**config.mk**
```make
export PLATFORM = sky130hd
export DESIGN_NAME = mem_port_arbiter
export DESIGN_NICKNAME = d
export VERILOG_FILES = /design/src/rtl/mem_arb_pkg.sv /design/src/rtl/arb_sat_counter.sv /design/src/rtl/mem_port_arbiter.sv
export SDC_FILE = /design/constraint.sdc
export NUM_CORES = 1
export LEC_CHECK = 0
export CAP_MARGIN = 20
export CORE_MARGIN = 1.5
export CORE_UTILIZATION = 44
export CTS_BUF_LIST = sky130_fd_sc_hd__clkbuf_8
export CTS_CLUSTER_SIZE = 40
export DETAILED_ROUTE_END_ITERATION = 10
export GPL_ROUTABILITY_DRIVEN = 0
export PLACE_DENSITY = 0.82
export SLEW_MARGIN = 15
export SYNTH_ARGS = -nofsm -noshare
export SYNTH_HDL_FRONTEND = slang
export SYNTH_HIERARCHICAL = 1
export SYNTH_SLANG_ARGS = --single-unit
```
**constraint.sdc**
```tcl
create_clock -name clk -period 2 [get_ports clk]
set_input_delay 0.4 -clock clk [delete_from_list [all_inputs] [get_ports clk]]
set_output_delay 0.4 -clock clk [all_outputs]
set_load 0.01 [all_outputs]
```
**src/rtl/mem_arb_pkg.sv**
```systemverilog
// mem_arb_pkg: shared FSM state type and default widths for the memory port arbiter
package mem_arb_pkg;
    typedef enum logic [1:0] {IDLE, IFETCH, DACCESS, DDONE} arb_state_t;
    localparam int DEF_ADDR_W = 32;
    localparam int DEF_DATA_W = 32;
    localparam int CNT_W = 32;
endpackage

```
**src/rtl/arb_sat_counter.sv**
```systemverilog
// arb_sat_counter: saturating stall-cycle counter with synchronous reset
// Only built when ARB_PERF_CNT_EN is defined, since nothing else instantiates it.
`ifdef ARB_PERF_CNT_EN
module arb_sat_counter
    import mem_arb_pkg::*;
(
    input  logic             clk,
    input  logic             reset,
    input  logic             inc,
    output logic [CNT_W-1:0] count
);
    always_ff @(posedge clk) begin
        if (reset) count <= '0;
        else if (inc && count != '1) count <= count + 1'b1;
    end
endmodule
`endif

```
**src/rtl/mem_port_arbiter.sv**
```systemverilog
// mem_port_arbiter: shares one memory port between fetch and data stages with a one-entry tagged ibuf
// Stall perf counters are built only with ARB_PERF_CNT_EN defined; otherwise they read 0.
module mem_port_arbiter
    import mem_arb_pkg::*;
#(
    parameter int ADDR_W = DEF_ADDR_W,
    parameter int DATA_W = DEF_DATA_W
) (
    input  logic              clk,
    input  logic              reset,
    input  logic              ireqF,
    input  logic [ADDR_W-1:0] iaddrF,
    input  logic              dreqM,
    input  logic              dweM,
    input  logic [ADDR_W-1:0] daddrM,
    input  logic [DATA_W-1:0] dwdataM,
    output logic [DATA_W-1:0] instrF,
    output logic [DATA_W-1:0] readdataM,
    output logic              stallF,
    output logic              stallM,
    output logic              mem_req,
    output logic              mem_we,
    output logic [ADDR_W-1:0] mem_addr,
    output logic [DATA_W-1:0] mem_wdata,
    input  logic [DATA_W-1:0] mem_rdata,
    input  logic              mem_ready,
    output logic [CNT_W-1:0]  istall_cnt,
    output logic [CNT_W-1:0]  dstall_cnt
);
    arb_state_t state;
    logic ibufValid;
    logic [ADDR_W-1:0] ibufAddr;
    logic [DATA_W-1:0] ibufData;
    logic [DATA_W-1:0] rdataQ;
    assign stallF = ireqF && !(ibufValid && ibufAddr == iaddrF);
    assign stallM = dreqM && state != DDONE;
    assign instrF = ibufData;
    assign readdataM = rdataQ;
    // Data wins in IDLE because the instruction in M is older than the one in F.
    always_ff @(posedge clk) begin
        if (reset) begin
            state <= IDLE;
            ibufValid <= 1'b0;
            ibufAddr <= '0;
            ibufData <= '0;
            rdataQ <= '0;
            mem_req <= 1'b0;
            mem_we <= 1'b0;
            mem_addr <= '0;
            mem_wdata <= '0;
        end else begin
            case (state)
                IDLE: begin
                    if (dreqM) begin
                        state <= DACCESS;
                        mem_req <= 1'b1;
                        mem_we <= dweM;
                        mem_addr <= daddrM;
                        mem_wdata <= dwdataM;
                    end else if (stallF) begin
                        state <= IFETCH;
                        mem_req <= 1'b1;
                        mem_we <= 1'b0;
                        mem_addr <= iaddrF;
                    end
                end
                IFETCH: begin
                    if (mem_ready) begin
                        state <= IDLE;
                        mem_req <= 1'b0;
                        ibufData <= mem_rdata;
                        ibufAddr <= mem_addr;
                        ibufValid <= 1'b1;
                    end
                end
                DACCESS: begin
                    if (mem_ready) begin
                        state <= DDONE;
                        mem_req <= 1'b0;
                        if (!mem_we) rdataQ <= mem_rdata;
                        else if (mem_addr == ibufAddr) ibufValid <= 1'b0;
                    end
                end
                default: state <= IDLE;
            endcase
        end
    end
`ifdef ARB_PERF_CNT_EN
    arb_sat_counter uIstall (.clk(clk), .reset(reset), .inc(stallF), .count(istall_cnt));
    arb_sat_counter uDstall (.clk(clk), .reset(reset), .inc(stallM), .count(dstall_cnt));
`else
    assign istall_cnt = '0;
    assign dstall_cnt = '0;
`endif
endmodule

```
# == Word-level counts from Yosys, hierarchy flattened ==
# Index checks and enable logic that the tools add are counted.
# totals
reg_bits,165
in_bits,134
out_inout_bits,196
word_cells,55
# classes
n_eq_ne,11
n_mux,18
n_bitwise,1
reduce_logical,16
# ops
op,n
equality test 32 bit,2
2-to-1 mux 32 bit,2
"inequality test 2 bit, second input constant",5
2-to-1 mux 1 bit,9
AND reduction 3 bit,3
2-to-1 mux 2 bit,4
case mux 2 bit (3 select lines),1
AND reduction 2 bit,3
nonzero test 2 bit,3
AND reduction 5 bit,1
case mux 1 bit (2 select lines),2
logical AND 1 bit,3
"inequality test 3 bit, second input constant",1
"equality test 2 x 1 -> 1 bit, second input constant",1
"equality test 2 bit, second input constant",1
zero test 2 bit,1
"inequality test 2 x 1 -> 1 bit, second input constant",1
OR reduction 2 bit,1
zero test 1 bit,1
inverter 1 bit,1

# == Depth between registers and ports, before layout ==
# Gate-level depths: netlist of run 1.
# logic_depth
ltp_word,7
ltp_mapped,8

# == Worst setup path before layout of run 1 ==
# OpenSTA, ideal clock, no wires.
# synth_path
path_type,input-to-output
startpoint,input iaddrF[30]
endpoint,output stallF
t_arrival_ns,1.420
required_time_ns,1.600
slack_ns,0.180
path_stages,6
path_buffers,0
cell_sequence,xnor2_1 -> nand4_1 -> nor4_4 -> nand2_1 -> nor2_1 -> nor2_1
# synth_between
elab_chain_cells,4
# synth_rtl
element,line_no,rtl
"start, declared",mem_port_arbiter.sv:12,"input logic [ADDR_W-1:0] iaddrF,"
equality test 32 bit,mem_port_arbiter.sv:35,assign stallF = ireqF && !(ibufValid && ibufAddr == iaddrF);
logical AND 1 bit,mem_port_arbiter.sv:35,
zero test 1 bit,mem_port_arbiter.sv:35,
logical AND 1 bit,mem_port_arbiter.sv:35,
"end, declared",mem_port_arbiter.sv:19,"output logic stallF,"
# No other way between the ends.

# == Final worst setup path of run 1 ==
# layout_path
startpoint,register ibufAddr[0]
endpoint,output stallF
# layout_between
elab_chain_cells,4
# layout_rtl
element,line_no,rtl
"start, declared",mem_port_arbiter.sv:32,logic [ADDR_W-1:0] ibufAddr;
"start signal, assigned",mem_port_arbiter.sv:72,ibufAddr <= mem_addr;
equality test 32 bit,mem_port_arbiter.sv:35,
logical AND 1 bit,mem_port_arbiter.sv:35,
zero test 1 bit,mem_port_arbiter.sv:35,
logical AND 1 bit,mem_port_arbiter.sv:35,
# No other way between the ends.

==> out/metrics.csv, run 1 <==
stage,metric,value,unit
status,status,"complete, but fails checks",
status,failing checks,setup timing,
detailed_routing,initial drt markers,584,
synthesis,Main synth FF type,dfxtp_1,
synthesis,Post-Syn Area,7840,µm²
final_layout,Final Cell Area,11900,µm²
synthesis,Avg Inst Size Synth,7.64,µm²
final_layout,# nets final,1483,
grt,GRT busiest layer,met2,
grt,largest net degree at the start of global routing,78,
synthesis,Syn. warnings,6,
timing,clk_skew,0.0116,ns
power,Sw Ratio,0.379,
grt,met1 Use GR,0.322,
clock_tree,CTS Buffer Depth,2,
synthesis,cell count after synthesis,1027,
critical_path,crit end category,primary output,
detailed_routing,first drt pass iteration count,7,
critical_path,critical-path cell list,xnor2_2 > nand4_1 > nor4_4 > nand2_2 > nor2_4 > nor2_1 > buf_2,
critical_path,CP Buf/Inv Count,1,
synthesis,"count leader, synth",nand2_1,
floorplanning,Initial Util,0.452,
power,Clk pwr share,0.197,
critical_path,critical path arrival,2.08,ns
final_layout,# fillers,1306,
timing,period utilization,1.24,
clock_tree,CTS Buf Count,17,
detailed_routing,via count,8247,
placed_design,placed cell area,11100,µm²
placed_design,Place WS,-0.914,ns
power,Worst IR Drop VDD,549,µV
synthesis,post-synth top area share,0.421,
clock_tree,CTS Sinks,165,
power,combinational share of power,0.434,
run,max-cap violations,0,
timing,Final setup viols,36,
timing,min Tclk post-route,2.48,ns
clock_tree,hold buffers post-CTS,0,
power,sequential share of power,0.368,
clock_tree,clk slew on worst S/H paths,0.10,ns
synthesis,Synth area leader,dfxtp_1,
grt,vias in the first global route,7729,
critical_path,CP max stage delay,0.36,ns
synthesis,register area share after synthesis,0.421,
detailed_routing,drt wl/cell,16.7,µm
grt,initial antenna violation count,0,
critical_path,"Max FO, Critical Path",2,
critical_path,crit-path leading delay family,simple AND/OR/NAND/NOR gates,
timing,Highest Clock Rate,403,MHz
synthesis,Post-synth EDFFs,0,
clock_tree,Clock Latency Late Sink,0.48,ns
power,leakage power,4.83,nW
grt,first-pass GRT wire length,39000,µm
floorplanning,Die ar.,18600,µm²
timing,final worst slack,-0.480,ns
clock_tree,CTS Root Cell,clkbuf_8,
synthesis,largest cells by area after synthesis,"dfxtp_1 42%, nand2_1 14%, a21oi_1 8.5%",
placed_design,Port Buf Inserts,265,
floorplanning,Die Span X,137,µm
floorplanning,Ports,330,
final_layout,share of layout cells above drive strength 1,0.154,
timing,Setup Total Neg Slack,-4.33,ns
critical_path,Setup CP Type,reg -> out,
critical_path,Worst path slowest cell,dfxtp_2,
synthesis,Seq cells post-synth,165,
power,Internal,7.55,mW
final_layout,Area Overhead vs Synth,52.1,%
critical_path,Worst setup SP type,flip-flop,
detailed_routing,# DRC,0,
critical_path,Critical Path RT,1.60,ns
synthesis,async set-or-reset flop fraction in the synthesized netlist,0,
synthesis,"Distinct cells, synth",36,
placed_design,Detailed Place HPWL,17400,µm
critical_path,Worst Setup SP,ibufAddr[0],
floorplanning,Die Y,137,µm
timing,unrepaired setup endpoints after global routing,true,
grt,GR Util All Layers,0.271,
detailed_routing,Vias/cell,5.21,
timing,Final Max Slew Viols,0,
power,Power Density,1020,nW/µm²
floorplanning,Core ar.,17400,µm²
final_layout,number of diodes,0,
clock_tree,CTS tree,yes,
final_layout,sequential cell area,3330,µm²
final_layout,multi-input logic area,4230,µm²
grt,residual overflow from global routing,0,
worst_hold_path,HP Class,in -> reg,
power,Net Switching,4.60,mW
grt,GRT met3 Usage,0.0789,
critical_path,worst flop-to-flop path startpoint,ibufAddr[6],
clock_tree,CTS H-Tree Depth,4,
worst_hold_path,min-delay src,reset,
timing,Final Hold Viols,0,
detailed_routing,WL final,26500,µm
power,Total Power,12.1,mW
synthesis,Synth top cells by count,"295 x nand2_1, 165 x dfxtp_1, 133 x a21oi_1",
grt,met2 GRT Util,0.454,
timing,Hold Slack,0.324,ns
floorplanning,Site Rows,48,
detailed_routing,antenna-violating nets left,0,
[worst register-to-register path: stages, from the launching register on]
cell,delay [ns]
dfxtp_4,0.38
xnor2_4,0.21
buf_6,0.12
buf_6,0.08
nand4_1,0.17
nor4_4,0.38
a41oi_4,0.19
buf_6,0.18
buf_6,0.13
a22o_2,0.23
[layer usage]
metal / vias up / wire length [µm]
met2: 398 / 13000
met4: 0 / 746
met3: 55 / 2370
met1: 3895 / 10400
met5: - / 0
li1: 3899 / -
[layout make-up]
class,count,share of cell area
flip-flops and latches,165,0.279
multi-input cells,756,0.354
clock buffers,17,0.0196
inverters,37,0.0116
clock inverters,15,0.0128
well taps,225,0.0236
repair buffers,368,0.300
[cell families (layout without fill, tap and decap cells)]
kind of cell / after synthesis / in the layout / synth area share
simple gates: 418 / 418 / 0.218
compound gates: 206 / 206 / 0.167
buf+inv: 169 / 437 / 0.115
flops: 165 / 165 / 0.421
xor+xnor: 64 / 64 / 0.0715
fa+ha+maj: 4 / 4 / 0.00638
other cells: 1 / 64 / 0.000478
[registers in the layout (all words and copies together), names as in the netlist]
name       count
ibufAddr      32
instrF        32
mem_addr      32
mem_wdata     32
readdataM     32
state          2
ibufValid      1
mem_req        1
mem_we         1
[through the flow]
step | util | instances
2_1_floorplan | - | 1090
3_3_place_gp | 0.637 | 1538
3_5_place_dp | 0.637 | 1538
4_1_cts | 0.679 | 1581
5_1_grt | 0.688 | 1583
6_report | 0.688 | 1583
[power groups by stage]
stage / combinational [mW] / clock [mW] / sequential, mW
2_1_floorplan: 2.17 / 0 / 4.68
3_3_place_gp: 4.69 / 0 / 4.45
3_5_place_dp: 4.75 / 0 / 4.47
4_1_cts: 5.11 / 2.46 / 4.42
5_1_grt: 5.61 / 2.59 / 4.54
6_report: 5.27 / 2.40 / 4.48
[path summary, 6_finish.rpt]
kind         depth (start not counted)  slack, ns            end
max                                  7      -0.48         stallF
min                                  2       0.32   ibufAddr[19]
min reg2reg                          2       0.46  mem_wdata[26]
max reg2reg                          9      -0.18   mem_addr[31]
[repair_timing]
| action | 4_1_cts | 5_1_grt |
|---|---|---|
| cloned | 3 | 0 |
| pin swaps | 25 | 23 |
| setup buffers | 12 | 4 |
| gates resized for setup | 68 | 33 |
| endpoints found under the setup margin | 35 | 38 |
[layout by cell type (no fill, tap or decap), types with 5 or more instances in the layout]
| cell type | instances |
|---|---|
| a22o_1 | 26 |
| dlygate4sd2_1 | 20 |
| a21oi_1 | 133 |
| a22o_2 | 6 |
| xor2_1 | 12 |
| buf_4 | 82 |
| nor3_1 | 5 |
| dfxtp_2 | 13 |
| clkbuf_8 | 17 |
| xnor2_2 | 31 |
| inv_8 | 6 |
| conb_1 | 64 |
| buf_12 | 10 |
| nor2_1 | 74 |
| buf_6 | 11 |
| dfxtp_1 | 150 |
| a221oi_1 | 32 |
| inv_1 | 37 |
| clkdlybuf4s50_1 | 242 |
| nand2_1 | 293 |
| nand4_1 | 19 |
| inv_6 | 5 |
| xnor2_1 | 20 |
(Power assumes the default switching activity.)
==> run 2: changes to the inputs <==
==> constraint.sdc (replaced) <==
create_clock -name clk -period 2 [get_ports clk]
set_input_delay 0.4 -clock clk [delete_from_list [all_inputs] [get_ports clk]]
set_output_delay 0.4 -clock clk [all_outputs]
set_load 0.05 [all_outputs]
==> out/metrics.csv, run 2 (synthesized netlist as in run 1, its figures left out) <==
stage,metric,value,unit,change
timing,worst slew pin tran,0.550,ns,
floorplanning,Initial Util,0.452,,unchanged
detailed_routing,WL met3,2220,µm,-6.2%
worst_hold_path,Min-Delay Endpoint,ibufAddr[25],,
critical_path,worst flop-to-flop path endpoint,mem_req,,
worst_hold_path,HP Class,in -> reg,,
critical_path,CP max stage delay,0.45,ns,+0.09 ns
clock_tree,CTS tree,yes,,
floorplanning,Site Rows,48,,unchanged
grt,vias in the first global route,7399,,-4.3%
power,Power Density,1160,nW/µm²,+14%
detailed_routing,WL final,25200,µm,-4.8%
critical_path,CP Buf/Inv Count,2,,+1
critical_path,Critical Path RT,1.60,ns,about the same
detailed_routing,antenna-violating nets left,0,,unchanged
grt,first-pass GRT wire length,37700,µm,-3.2%
final_layout,# fillers,1438,,+10%
critical_path,critical path arrival,2.07,ns,about the same
timing,Final Hold Viols,0,,unchanged
critical_path,crit end category,primary output,,
floorplanning,Die Y,137,µm,unchanged
floorplanning,Die Span X,137,µm,unchanged
grt,GR Util All Layers,0.259,,-0.0115
detailed_routing,initial drt markers,638,,+9.2%
power,Total Power,13.4,mW,+9.9%
detailed_routing,Max Used Layer,met4,,
final_layout,share of layout cells above drive strength 1,0.158,,+0.00435
floorplanning,Ports,330,,unchanged
detailed_routing,first drt pass iteration count,5,,-2
clock_tree,hold buffers post-CTS,0,,unchanged
detailed_routing,# DRC,0,,unchanged
final_layout,# nets final,1452,,-2.1%
timing,Hold Slack,0.282,ns,-0.0419 ns
detailed_routing,Vias/cell,5.16,,-0.99%
detailed_routing,Met2 Wirelength,12400,µm,-4.6%
grt,residual overflow from global routing,0,,unchanged
timing,clk_skew,0.0150,ns,+0.00338 ns
critical_path,worst flop-to-flop path startpoint,ibufAddr[15],,
detailed_routing,drt wl/cell,16.2,µm,-2.9%
worst_hold_path,hold path cells,2,,unchanged
run,max-cap violations,0,,unchanged
status,failing checks,setup timing,,
worst_hold_path,min-delay src,reset,,
floorplanning,Die ar.,18600,µm²,unchanged
critical_path,crit-path leading delay family,simple AND/OR/NAND/NOR gates,,
critical_path,Worst setup SP type,input pin,,
clock_tree,clk slew on worst S/H paths,0.10,ns,about the same
clock_tree,CTS Buf Count,17,,unchanged
placed_design,Port Buf Inserts,265,,unchanged
status,status,"complete, but fails checks",,
timing,Final setup viols,35,,-2.8%
timing,final worst slack,-0.469,ns,+0.0104 ns
final_layout,utilization after layout,0.664,,-0.0236
detailed_routing,met1 wire length,9870,µm,-4.9%
critical_path,Setup CP Type,in -> out,,
power,Worst IR Drop VDD,670,µV,+22%
clock_tree,CTS Sinks,165,,unchanged
timing,Highest Clock Rate,405,MHz,+0.42%
clock_tree,CTS Root Cell,clkbuf_8,,
timing,min Tclk post-route,2.47,ns,-0.0104 ns
power,leakage power,5.19,nW,+7.4%
final_layout,"commonest non-fill, non-tap cells in the layout","293 x nand2_1, 152 x dfxtp_1, 133 x a21oi_1, 111 x dlygate4sd2_1, 109 x clkdlybuf4s50_1",,
timing,unrepaired setup endpoints after global routing,true,,
critical_path,critical-path cell list,clkdlybuf4s50_1 > xnor2_1 > nand2_1 > or3_4 > nor2_4 > nor2_2 > buf_12,,
clock_tree,CTS Buffer Depth,2,,unchanged
critical_path,"Max FO, Critical Path",2,,unchanged
floorplanning,Core ar.,17400,µm²,unchanged
timing,period utilization,1.23,,-0.00521
final_layout,Area Overhead vs Synth,46.9,%,
timing,Final Max Slew Viols,0,,unchanged
critical_path,FF-to-FF path depth,12,,+3
critical_path,R2R setup slack,-0.35,ns,-0.17 ns
timing,Setup Total Neg Slack,-2.29,ns,+2.04 ns
grt,initial antenna violation count,1,,+1
critical_path,Worst path slowest cell,clkdlybuf4s50_1,,
clock_tree,Clock Latency Late Sink,0.47,ns,about the same
grt,largest net degree at the start of global routing,76,,-2.6%
detailed_routing,via count,8011,,-2.9%
placed_design,Detailed Place HPWL,17300,µm,-0.55%
timing,Worst slew margin,0.635,,
final_layout,"commonest non-fill, non-tap cell in the layout",nand2_1,,
clock_tree,CTS H-Tree Depth,4,,unchanged
[run 2: worst max path at each step]
| stage | from | end | slack (ns) | cells after the start |
|---|---|---|---|---|
| after floorplan | iaddrF[12] | stallF | 0.04 | 6 |
| after global placement | iaddrF[30] | stallF | -0.55 | 8 |
| after detailed placement | iaddrF[4] | stallF | -0.57 | 8 |
| after CTS | ibufAddr[28] | stallF | -0.40 | 7 |
| after global routing | iaddrF[11] | stallF | -0.51 | 7 |
| final | iaddrF[11] | stallF | -0.47 | 7 |
[run 2: worst reg2reg max path, stage by stage, from the launching register on]
cell and delay [ns]:
dfxtp_2 0.36, xnor2_2 0.19, nand4_1 0.18, nor4_4 0.34, nand2_2 0.13, buf_4 0.15
buf_6 0.10, buf_6 0.10, buf_6 0.10, buf_6 0.10, buf_6 0.12, o41ai_4 0.30
nor2_1 0.06
[run 2: where the power goes]
part,switching [mW],internal (mW)
logic,4.20,2.17
clock network,1.46,1.07
registers,0.557,3.90
[run 2: area by class of cell]
cell class	count	area (µm²)	area share
multi-input combinational	756	4200	0.364
tap	225	282	0.0244
sequential	165	3320	0.288
inverter	37	139	0.0121
clock buffer	17	234	0.0203
timing repair buffer	337	3170	0.275
antenna	1	2.50	0.000217
clock inverter	15	186	0.0162
[run 2: metrics by stage]
step	setup WS [ns]	instance area [µm²]	std cells
2_1_floorplan	0.0368	8080	1090
3_3_place_gp	-0.554	10800	1504
3_5_place_dp	-0.573	10800	1504
4_1_cts	-0.401	11300	1546
5_1_grt	-0.515	11500	1553
6_report	-0.469	11500	1553
[run 2: layer usage]
layer,GRT usage,up-vias
met5,0,-
met4,0.110,0
met3,0.0689,50
met2,0.434,397
met1,0.314,3729
li1,-,3835
[run 2: repair_timing]
item                       4_1_cts  5_1_grt
setup buffers                   10        6
gates resized for setup        146       33
pin swaps                       20       11
setup endpoints to repair       95       37
